`src/rtl/encoder_8_3_queue.sv`:
```
// Registered 8-to-3 encoder with a pending-request buffer and valid/ready output.
// Define ENCODER_8_3_RR_EN for round-robin selection; otherwise the highest pending index wins.
module encoder_8_3_queue (
  input  logic       clk,
  input  logic       rst_n,
  input  logic       clr,
  input  logic [7:0] req,
  output logic       out_valid,
  input  logic       out_ready,
  output logic [2:0] y,
  output logic [7:0] pend,
  output logic [3:0] count,
  output logic       err
);

  typedef enum logic {
    EMPTY = 1'b0,
    SHOW  = 1'b1
  } state_t;

  state_t     state, state_next;
  logic [7:0] p_q, p_next, p_d, g;
  logic [2:0] y_q, y_next, sel_idx;
  logic       err_q, err_next;
  logic       fire, dup;

  assign fire   = (state == SHOW) && out_ready;
  assign g      = fire ? (8'b1 << y_q) : 8'b0;
  assign p_next = (p_q & ~g) | req;
  // A bit being fired this cycle is re-armed by req, not counted as a duplicate.
  assign dup    = |(req & p_q & ~g);

`ifdef ENCODER_8_3_RR_EN
  logic [2:0] last_q, last_eff, cand;
  logic       found;

  // The index firing this cycle is already the most recent one for the next search.
  assign last_eff = fire ? y_q : last_q;

  always_comb begin
    sel_idx = 3'd0;
    cand    = 3'd0;
    found   = 1'b0;
    for (int k = 1; k <= 8; k++) begin
      cand = last_eff - 3'(k);
      if (!found && p_next[cand]) begin
        sel_idx = cand;
        found   = 1'b1;
      end
    end
  end

  always_ff @(posedge clk or negedge rst_n) begin
    if (!rst_n)
      last_q <= 3'd0;
    else if (!clr && fire)
      last_q <= y_q;
  end
`else
  always_comb begin
    sel_idx = 3'd0;
    for (int i = 0; i < 8; i++)
      if (p_next[i]) sel_idx = 3'(i);
  end
`endif

  // NOTE: every output of this block is given a default first, so no path leaves a latch.
  always_comb begin
    state_next = state;
    y_next     = y_q;
    p_d        = p_next;
    err_next   = err_q | dup;
    if (clr) begin
      state_next = EMPTY;
      y_next     = 3'd0;
      p_d        = 8'd0;
      err_next   = 1'b0;
    end else if (state == EMPTY || fire) begin
      if (p_next != 8'd0) begin
        state_next = SHOW;
        y_next     = sel_idx;
      end else begin
        state_next = EMPTY;
      end
    end
  end

  // NOTE: state registers use non-blocking assignments so all flops update from pre-edge values.
  always_ff @(posedge clk or negedge rst_n) begin
    if (!rst_n) begin
      state <= EMPTY;
      y_q   <= 3'd0;
      p_q   <= 8'd0;
      err_q <= 1'b0;
    end else begin
      state <= state_next;
      y_q   <= y_next;
      p_q   <= p_d;
      err_q <= err_next;
    end
  end

  assign out_valid = (state == SHOW);
  assign y         = y_q;
  assign pend      = p_q;
  assign err       = err_q;
  assign count     = 4'($countones(p_q));

endmodule

```
`config.mk`:
```
export PLATFORM = sky130hd
export DESIGN_NAME = encoder_8_3_queue
export DESIGN_NICKNAME = d
export VERILOG_FILES = /design/src/rtl/encoder_8_3_queue.sv
export SDC_FILE = /design/constraint.sdc
export NUM_CORES = 1
export LEC_CHECK = 0
export ABC_CLOCK_PERIOD_IN_PS = 4790
export CAP_MARGIN = 10
export CELL_PAD_IN_SITES_DETAIL_PLACEMENT = 1
export CELL_PAD_IN_SITES_GLOBAL_PLACEMENT = 1
export CORE_ASPECT_RATIO = 1.75
export CORE_MARGIN = 2
export CORE_UTILIZATION = 35
export DETAILED_ROUTE_END_ITERATION = 10
export PLACE_DENSITY_LB_ADDON = 0.1
export SLEW_MARGIN = 20
export SYNTH_ARGS = -nofsm -noshare
export SYNTH_HDL_FRONTEND = slang
export SYNTH_SLANG_ARGS = --single-unit
```
`constraint.sdc`:
```
create_clock -name clk -period 4.79 [get_ports clk]
set_input_delay 1.1975 -clock clk [delete_from_list [all_inputs] [get_ports clk]]
set_output_delay 1.1975 -clock clk [all_outputs]
set_load 0.05 [all_outputs]
```
Word level (Yosys, flattened, before mapping)
Index checks and enable logic that the tools add are counted.
- flip-flop bits (word level): 13
- word-level logic and storage cells: 42
- $add $sub $neg: 7
- shifts and indexed selects: 1
- mux-type cells: 16
- bitwise operators: 7
- reduce and logical (&&, ||, !) cells: 7
- operators by type and width (kind ; number):
    $and 8x8->8 ; 3
    $mux 3 ; 7
    $mux 8 ; 2
    $add 1x1->2 ; 4
    $not 8->8 ; 1
    $or 8x8->8 ; 1
    $reduce_bool 8->1 ; 1
    $reduce_or 8->1 ; 1
    $shl 1x3->8 const A ; 1
    $add 2x2->3 ; 2
    $mux 1 ; 5
    $add 3x3->4 ; 1
    $mux 2 ; 2
    $reduce_bool 2->1 ; 2
    $reduce_and 2->1 ; 1
    $logic_and 1x1->1 ; 1
    $logic_or 1x1->1 ; 1
    $not 1->1 ; 1
    $or 1x1->1 ; 1

Longest topological paths before layout
Gate-level depths: netlist (run 1).
- word-level depth: 15
- gate-level depth with buffers: 9

Least setup slack after synthesis (run 1)
Ideal clock, no wire load.
- path kind: reg-to-output
- start point: register p_q[0] (netlist: pend[0])
- end point: output port count[2]
- arrival time: 3613 ps
- required time: 3593 ps
- slack: -21 ps
- cell stages (with the launch flop): 10
- path buffers: 0
- path through: dfrtp_1 inv_1 fa_1 fa_1 fa_1 inv_1 ha_1 inv_1 fa_1 xnor2_1
- cells in the longest elaborated chain, start to end: 3
- RTL lines (element ; line ; source):
    start: declaration ; 22 ; logic [7:0] p_q, p_next, p_d, g;
    start signal: assignment ; 98 ; p_q <= p_d;
    $add 1x1->2 (implied by the code) ; 107 ; assign count = 4'($countones(p_q));
    $add 2x2->3 (implied by the code) ; 107 ;
    $add 3x3->4 (implied by the code) ; 107 ;
    end: declaration ; 12 ; output logic [3:0] count,
No other way between the ends.

Worst setup path after layout (run 1)
- start point: register p_q[0] (netlist: pend[0])
- end point: output port count[3]
Same word-level chain as after synthesis.

==> key figures, run 1 <==
Place
  • Post-DP HPWL: between 2 and 3 mm
  • Placed cell count: between 150 and 200
  • Port Buffers: 28
  • Routability Congestion: between 0.7 and 0.8

Yosys
  • Mapped Cells: between 100 and 150
  • Share of flip-flops with an asynchronous set or reset: between 90% and 100%
  • Sequential fraction of the synthesis area: approximately a third
  • Post-synth EDFFs: 0
  • Leading area contributor after synthesis: dfrtp_1
  • Synthesized area: approximately 1000 um2
  • Synth cell types: 42
  • Post-Syn Nets: 131
  • Yosys top cell area share: a little under a third
  • Largest cells by area after synthesis: dfrtp_1 32%, fa_1 7.8%, inv_1 5.5%, o211ai_1 5.1%, nor2_1 4.0%
  • Yosys reg bits: 13
  • YS warnings: 0
  • Prevailing post-synth register cell: dfrtp_1
  • Post-Synthesis Mean Instance Area: approximately 9 um2

Floorplanning
  • Die width: between 40 and 50 um
  • Starting Density: between 30% and 40%
  • Row cnt: 26
  • # IOs: 29
  • Die area: ~3400 um2
  • Die Ht: 75.5 um
  • Core area: roughly 2900 um2

Power
  • Clock share of power: between 20 and 25%
  • Switch Pwr: about 0.21 mW
  • Leakage: ~0.59 nW
  • PwrDens: approximately 340 nW/um2
  • Switching Share: between 40 and 50%
  • Final Power: 0.465 mW
  • Sequential power share: roughly 28%
  • Peak supply drop: 0.000179 V
  • Pint: ~0.26 mW
  • Logic pwr share: 49.2%

Global route
  • Largest net degree at the start of global routing: 14
  • Global-route wire length before repair: ~5.3 mm
  • Number of global-route vias before repair: ~1100
  • Initial antenna violation count: 0
  • Total GRT Usage: 21.7%
  • Remaining Overflow, GRT: 0

CTS
  • Clk pin slew, worst setup/hold paths: ~0.06 ns
  • CTS tree: done
  • Clk root buf: clkbuf_8
  • Post-CTS Hold Buffers: 0
  • Number of gates resized after CTS: 0
  • H-tree Lvls: 1
  • Clock Sinks: 13
  • Setup Fix Bufs, Post-CTS: 0
  • Clock Latency Late Sink: approximately 0.26 ns
  • Clock Tree Buf Depth: 2
  • CTS Buf Count: 3

Cells and area
  • Layout net count: around 160
  • ANT cells: 0
  • Area added between synthesis and finish: 33.0%
  • Most common cell after layout, fill and taps aside: clkdlybuf4s50_1
  • Non-Filler Instances: around 170
  • Share of layout cells above drive strength 1: between 10% and 20%
  • Commonest non-fill, non-tap cells in the layout: 26 x clkdlybuf4s50_1, 15 x inv_1, 13 x dfrtp_1

Drt
  • Post-route ant nets: 0
  • Drt pass-1 iters: 4
  • Drt via density: roughly 5.9
  • Routed length per instance: ~19 um
  • Initial drt markers: 17
  • DR vias: roughly 990
  • DRC viols: 0
  • Final WL: about 3.2 mm

Timing
  • Worst slew pin tran: 0.641 ns
  • Final slew viol count: 0
  • Final hold slack: approximately 0.51 ns
  • Setup_tns: 0 ns
  • Relative slew slack: 57.2%
  • Max Clk Rate: ~0.22 GHz
  • RSZ-0062 raised after global routing: no
  • Fin. Hold Viols: 0
  • Crit share post-route: between 90% and 100%
  • Setup violations, final: 0
  • Fin crit period: around 4.6 ns
  • Setup Skew: 0.00499 ns

Worst hold path
  • Hold Path Class: flip-flop to flip-flop

Job
  • Max-cap violations: 0

Critical path
  • Crit Path Class: flip-flop to output port
  • Worst Path Required: approximately 3.6 ns
  • Crit path capture type: output port
  • Crit Path Max Fanout: 4
  • Critical Path Start Type: flip-flop
  • Critical Path AT: roughly 3.4 ns

Run status
  • Status: completed
-- power by group through the flow --
stage          clock network (mW)  registers, mW  logic, mW
2_1_floorplan                   0          0.158      0.131
3_3_place_gp                    0          0.133      0.225
3_5_place_dp                    0          0.134      0.230
4_1_cts                     0.108          0.132      0.231
5_1_grt                     0.111          0.133      0.245
6_report                    0.105          0.131      0.229
-- synth_stat cells (all sizes together), types with 4 or more instances --
cell    number
o211ai       7
dfrtp       13
inv         15
a21oi        4
nand3b       5
o21ai        5
nor2        11
fa           4
-- metal layers --
layer  track usage [%]  vias to the layer above  routed length [um]
met5                 0                        -                   0
met4              14.4                        0                 148
met3              2.37                       12                  80
met2              39.5                       25                1840
met1              22.6                      494                1170
li1                  -                      462                   -
-- cell type report --
| cell class | instances | area, um2 |
|---|---|---|
| Timing Repair Buffer | 28 | 275 |
| Sequential cell | 13 | 325 |
| Fill cell | 351 | 1500 |
| Multi-Input combinational cell | 81 | 622 |
| Clock inverter | 1 | 5.00 |
| Inverter | 15 | 56.3 |
| Clock buffer | 3 | 41.3 |
| Tap cell | 28 | 35.0 |
-- cells by family (layout without fill, tap and decap cells) --
family          Yosys count  count (layout)  share of synthesized area [%]
fa+ha+maj                 7               7                           11.5
flops                    13              13                           31.8
simple gates             41              41                           25.6
xor+xnor                  1               1                          0.857
mux                       1               1                          0.979
buf+inv                  18              47                           8.08
compound gates           31              31                           21.2
-- metrics by stage --
| step | cell area [um2] | worst slack (ns) | utilization (%) |
|---|---|---|---|
| 2_1_floorplan | 1030 | 0.271 | - |
| 3_3_place_gp | 1310 | 0.600 | 45.9 |
| 4_1_cts | 1360 | 0.148 | 47.5 |
| 6_report | 1360 | 0.164 | 47.5 |
| 3_5_place_dp | 1310 | 0.430 | 45.9 |
| 5_1_grt | 1360 | 0.0565 | 47.5 |
-- flip-flops by register name, summed over array words and instances, names as in the netlist --
name	flops
pend	8
out_valid	1
y	3
err	1
-- final timing paths --
kind / endpoint / slack (ns) / cells past startpoint / startpoint
worst max-delay path: count[3] / 0.16 / 9 / pend[0]$_DFF_PN0_
worst min-delay path: err$_DFF_PN0_ / 0.51 / 2 / err$_DFF_PN0_
worst max register to register: y[1]$_DFFE_PN0P_ / 2.66 / 5 / out_valid$_DFFE_PN0P_
worst min register to register: err$_DFF_PN0_ / 0.51 / 2 / err$_DFF_PN0_
max in group asynchronous: pend[6]$_DFF_PN0_ / 3.04 / 1 / rst_n
min in group asynchronous: y[0]$_DFFE_PN0P_ / 1.33 / 1 / rst_n
-- critical path, stage by stage, from the launching register on --
cell and delay (ns):
dfrtp_1 0.39, inv_1 0.08, fa_1 0.55, fa_1 0.44
fa_1 0.44, inv_1 0.07, ha_1 0.16, a21oi_1 0.07
nor2b_1 0.14, clkdlybuf4s50_1 0.83
No activity file was read; power rests on OpenSTA's default activity.
==> inputs of run 2 (changes only) <==
CTS_BUF_LIST = sky130_fd_sc_hd__clkbuf_8 sky130_fd_sc_hd__clkbuf_16   (was default)
==> results of run 2 <==
The final DEF is identical to that of run 1; final timing and power are the same.
==> inputs of run 3 (changes only) <==
RECOVER_POWER = 25   (was default)
==> key figures, run 3 (synthesis gave the netlist of run 1 again) <==
Cells and area
  • Share of layout cells above drive strength 1: ~13%
  • Non-Filler Instances: roughly 170
  • Design area: roughly 1400 um2
  • Most common cell after layout, fill and taps aside: clkdlybuf4s50_1
  • Layout net count: 161
  • ANT cells: 0
  • Commonest non-fill, non-tap cells in the layout: 25 x clkdlybuf4s50_1, 15 x inv_1, 13 x dfrtp_1
  • Area added between synthesis and finish: 33.0%
  • Max FFs per register: 8

Timing
  • Fin. Hold Viols: 0
  • Final slew viol count: 0
  • Setup_tns: 0 ns
  • Relative slew slack: around 57%
  • Setup Skew: roughly 0.005 ns
  • Setup violations, final: 0
  • RSZ-0062 raised after global routing: no
  • Crit share post-route: a little over nine tenths
  • Max Clk Rate: 0.216 GHz
  • Fin crit period: around 4.6 ns
  • Worst slew pin tran: between 0.6 and 0.7 ns

CTS
  • H-tree Lvls: 1
  • Clk pin slew, worst setup/hold paths: 0.06 ns
  • Setup Fix Bufs, Post-CTS: 0
  • Clock Latency Late Sink: 0.26 ns
  • Clock Tree Buf Depth: 2
  • CTS Buf Count: 3
  • Clock Sinks: 13
  • Post-CTS Hold Buffers: 0
  • Clk root buf: clkbuf_8
  • CTS tree: done
  • Number of gates resized after CTS: 0

Floorplanning
  • Die area: between 3000 and 4000 um2
  • Core area: between 2000 and 3000 um2
  • Die width: about 45 um
  • Die Ht: about 75 um
  • # IOs: 29
  • Starting Density: a little over a third
  • Row cnt: 26

Critical path
  • Crit path capture type: output port
  • Most common cell on crit path: fa_1
  • CP max stage delay: slightly above 0.8 ns
  • CP bufs+invs: 3
  • Crit Path Max Fanout: 4
  • Critical-path cell list: inv_1, fa_1, fa_1, fa_1, inv_1, ha_1, a21oi_1, nor2b_1, clkdlybuf4s50_1
  • Crit Path Class: flip-flop to output port
  • CP max stage cell: clkdlybuf4s50_1
  • CP top delay family: adder cells
  • Critical Path Start Type: flip-flop
  • Critical Path AT: ~3.4 ns
  • Worst Path Required: between 3 and 4 ns

Worst hold path
  • Hold Path Class: flip-flop to flip-flop

Job
  • Max-cap violations: 0

Global route
  • Largest net degree at the start of global routing: 14
  • Initial antenna violation count: 0
  • Remaining Overflow, GRT: 0
  • Global-route wire length before repair: between 5 and 6 mm
  • Number of global-route vias before repair: ~1100
  • Total GRT Usage: 21.7%

Power
  • Peak supply drop: about 0.00018 V
  • Leakage: between 0.5 and 0.6 nW
  • PwrDens: 342 nW/um2
  • Final Power: around 0.46 mW

Run status
  • Status: completed

Drt
  • Routed length per instance: between 15 and 20 um
  • DRC viols: 0
  • Post-Route M1 WL: 1.17 mm
  • DR WL met3: approximately 80 um
  • Initial drt markers: 17
  • Drt via density: slightly below 6
  • Final WL: roughly 3.2 mm
  • Post-route ant nets: 0
  • DR vias: ~990
  • Drt pass-1 iters: 4
  • Met2 WL: 1.84 mm
  • Uppermost layer routed: met4

Place
  • Post-DP HPWL: about 2.6 mm
  • Placed cell count: ~170
  • Port Buffers: 28
  • Placed inst area: around 1300 um2
  • Routability Congestion: just under 0.8
-- run 3: changes by cell type in the layout (fill, tap and decap cells not counted) --
cell,previous run,this run
clkdlybuf4s50_1,26,25
dlygate4sd3_1,0,1
-- run 3: path summary, 6_finish.rpt --
check	start	endpoint	slack (ns)	depth (start not counted)
worst max-delay path	pend[0]$_DFF_PN0_	count[3]	0.16	9
worst min register to register	err$_DFF_PN0_	err$_DFF_PN0_	0.51	2
worst max register to register	out_valid$_DFFE_PN0P_	y[1]$_DFFE_PN0P_	2.66	5
min in group asynchronous	rst_n	y[0]$_DFFE_PN0P_	1.40	1
max in group asynchronous	rst_n	pend[6]$_DFF_PN0_	2.97	1
worst min-delay path	err$_DFF_PN0_	err$_DFF_PN0_	0.51	2
-- run 3: layout make-up --
| class | instances | area [um2] |
|---|---|---|
| repair buffers | 28 | 275 |
| clock buffers | 3 | 41.3 |
| inverters | 15 | 56.3 |
| multi-input cells | 81 | 622 |
| clock inverters | 1 | 5.00 |
| well taps | 28 | 35.0 |
| flip-flops and latches | 13 | 325 |
| fillers | 351 | 1500 |
-- run 3: worst register-to-register path: stages (launching register included) --
cell and delay [ns]:
dfrtp_1 0.58, nor3b_1 0.32, a21oi_1 0.18, or4b_4 0.59
o21ai_2 0.20, mux2i_1 0.19
-- run 3: metrics by stage --
step	hold slack [ns]	util, %	setup WS [ns]
after floorplan	0.803	-	0.271
after detailed placement	0.507	45.9	0.430
final	0.509	47.5	0.164
after global routing	0.560	47.5	0.0565
after CTS	0.520	47.5	0.148
after global placement	0.495	45.9	0.600
-- run 3: layer usage --
metal | up-vias | track usage (%)
met5 | - | 0
li1 | 462 | -
met3 | 12 | 2.37
met2 | 25 | 39.5
met4 | 0 | 14.4
met1 | 494 | 22.6
-- run 3: power by group --
| group | total (mW) | switching (mW) | leakage [nW] | internal, mW |
|---|---|---|---|---|
| Sequential | 0.131 | 0.0131 | 0.161 | 0.118 |
| Combinational | 0.228 | 0.147 | 0.401 | 0.0812 |
| Clock | 0.105 | 0.0471 | 0.0255 | 0.0579 |
| Total | 0.465 | 0.207 | 0.588 | 0.257 |
==> patch, RTL diff (flow settings as in run 1) <==
Build with the macro `ENCODER_8_3_RR_EN` defined.
--- a/src/rtl/encoder_8_3_queue.sv
+++ b/src/rtl/encoder_8_3_queue.sv
@@ -1,4 +1,6 @@
 // Registered 8-to-3 encoder with a pending-request buffer and valid/ready output.
 // Define ENCODER_8_3_RR_EN for round-robin selection; otherwise the highest pending index wins.
+`define ENCODER_8_3_RR_EN
+
 module encoder_8_3_queue (
   input  logic       clk,
Formal check against the unedited RTL: not equivalent (a bounded check fails within 4 cycles, from zero or initial values and one cycle with rst_n low).
==> patch against run 1 <==
- sequential cell count increased by 3
- total power rose to 3.6 times the old value
- design area rose by 83%
- largest cell class unchanged
- area after synthesis grew 96%
- critical path depth stayed put
- largest power group unchanged
- utilization down 2.6 points
- die area up 88%
- critical endpoint unchanged
- routed wire length increased by 120%
- worst setup slack better by 0.0043 ns
==> patch: results (changes against run 1) <==
[layout] filler cell count in the final layout 705 [was 351]
[global_routing] via count of the first global-routing pass 2248 [was 1052]
[detailed_routing] count of TritonRoute iterations in the first routing pass 6 [was 4]
[placement] placed wire-length estimate after detailed placement 5809 um [was 2640 um]
[clock_network] number of buffers added for setup after CTS 0 [unchanged]
[worst_setup_path] number of cell instances on the worst register-to-register path 12 [was 5]
[logic_synthesis] instance count of the mapped netlist 244 [was 112]
[status] run status completed [unchanged]
[logic_synthesis] multiplexer fraction of the synthesized cell area 10.88% [was 0.9792%]
[detailed_routing] number of DRC violations after detailed-routing iteration 0 78 [was 17]
[pwr] Worst VDD drop 0.3367 mV [was 0.1790 mV]
[sta] worst clock skew 0.01346 ns [was 0.004994 ns]
[logic_synthesis] Cell variety after synth 69 [was 42]
[global_routing] overall fraction of global-route tracks in use 23.88% [was 21.69%]
[worst_setup_path] Worst EP arrival 3.42 ns [was 3.43 ns]
[global_routing] maximum number of pins on one net before global-route repair 21 [was 14]
[clock_network] register clock-pin slew on the reported worst setup and hold paths 0.08 ns [was 0.06 ns]
[placement] Final Wtd Congestion 0.8918 [was 0.7744]
[detailed_routing] DR vias 2129 [was 993]
[detailed_routing] Total Routed Length 7093 um [was 3243 um]
[detailed_routing] Avg WL per Cell 20.04 um [was 19.19 um]
[layout] fraction of layout instances using a drive strength above 1 16.91% [was 12.77%]
[sta] relative slew slack 45.78% [was 57.15%]
[global_routing] global-route wire length before repair 11430 um [was 5278 um]
[logic_synthesis] most instantiated cells after synthesis sky130_fd_sc_hd__a21oi_1 (21), sky130_fd_sc_hd__nor2_1 (21), sky130_fd_sc_hd__dfrtp_1 (16), sky130_fd_sc_hd__nand3_1 (15) [was sky130_fd_sc_hd__inv_1 (15), sky130_fd_sc_hd__dfrtp_1 (13), sky130_fd_sc_hd__nor2_1 (11), sky130_fd_sc_hd__o211ai_1 (7), sky130_fd_sc_hd__nand3b_1 (5)]
[logic_synthesis] post-synthesis sequential area ratio 20.01% [was 31.82%]
[worst_hold_path] worst hold path startpoint last_q[1] [was err]
[logic_synthesis] leading cell types by total area after synthesis sky130_fd_sc_hd__dfrtp_1 (20%), sky130_fd_sc_hd__a21oi_1 (5.3%), sky130_fd_sc_hd__fa_1 (4.0%) [was sky130_fd_sc_hd__dfrtp_1 (32%), sky130_fd_sc_hd__fa_1 (7.8%), sky130_fd_sc_hd__inv_1 (5.5%)]
## patch: cell types whose count changed after synthesis, sizes merged, moves of 5 or more
cell / before / now
a21oi: 4 / 22
nand3: 2 / 16
nand2: 3 / 14
nor2: 11 / 21
a22oi: 0 / 8
nor2b: 1 / 8
clkbuf: 1 / 7
nor3: 0 / 6
mux2: 0 / 5
mux2i: 1 / 6
## patch: metal layers
layer / GRT usage [%] / up-vias / share of wire, %
met5: 0 / - / 0
li1: - / 1000 / -
met3: 0.9950 / 19 / 1.9
met1: 26.99 / 1057 / 39
met2: 42.25 / 53 / 55
met4: 12.58 / 0 / 4.6
## patch: per-stage QoR
step                      instance area (sq um)  total power, uW  worst slack [ns]
after global routing                       2487             1810          0.001507
after floorplan                            2001             1148           0.08805
after CTS                                  2487             1680            0.1177
after global placement                     2432             1541            0.4298
final                                      2487             1677            0.1684
after detailed placement                   2432             1546            0.3614
## patch: cell type report
| type | count | area, sq um | area share [%] |
|---|---|---|---|
| Multi-Input combinational cell | 201 | 1488 | 59.81 |
| Sequential cell | 16 | 400.4 | 16.10 |
| Timing Repair Buffer | 42 | 392.9 | 15.79 |
| Tap cell | 76 | 95.09 | 3.823 |
| Inverter | 15 | 56.30 | 2.264 |
| Clock buffer | 4 | 55.05 | 2.213 |
## patch: worst paths after layout
check | endpoint | slack [ns]
worst max-delay path | count[3] | 0.17
worst min-delay path | last_q[1] | 0.52
worst max register to register | y[0] | 1.42
worst min register to register | last_q[1] | 0.52
max in group asynchronous | y[0] | 2.87
min in group asynchronous | pend[4] | 1.39
## patch: logic make-up after synthesis
| kind of cell | count (synthesis) |
|---|---|
| fa+ha+maj | 9 |
| compound gates | 76 |
| buf+inv | 27 |
| mux | 15 |
| flops | 16 |
| xor+xnor | 2 |
| simple gates | 99 |
## patch: where the power goes
part | internal, uW | switching, uW | total, uW
clock | 73.2 | 53.8 | 127
sequential | 164 | 59.1 | 223
combinational | 521 | 806 | 1330
total | 759 | 919 | 1680
## patch: worst max-delay path: stages (launching register included)
cell	delay (ns)
sky130_fd_sc_hd__dfrtp_1	0.42
sky130_fd_sc_hd__fa_1	0.55
sky130_fd_sc_hd__inv_1	0.05
sky130_fd_sc_hd__fa_1	0.49
sky130_fd_sc_hd__fa_1	0.42
sky130_fd_sc_hd__inv_1	0.07
sky130_fd_sc_hd__ha_1	0.18
sky130_fd_sc_hd__a21oi_1	0.08
sky130_fd_sc_hd__nor2b_1	0.11
sky130_fd_sc_hd__clkdlybuf4s50_1	0.81
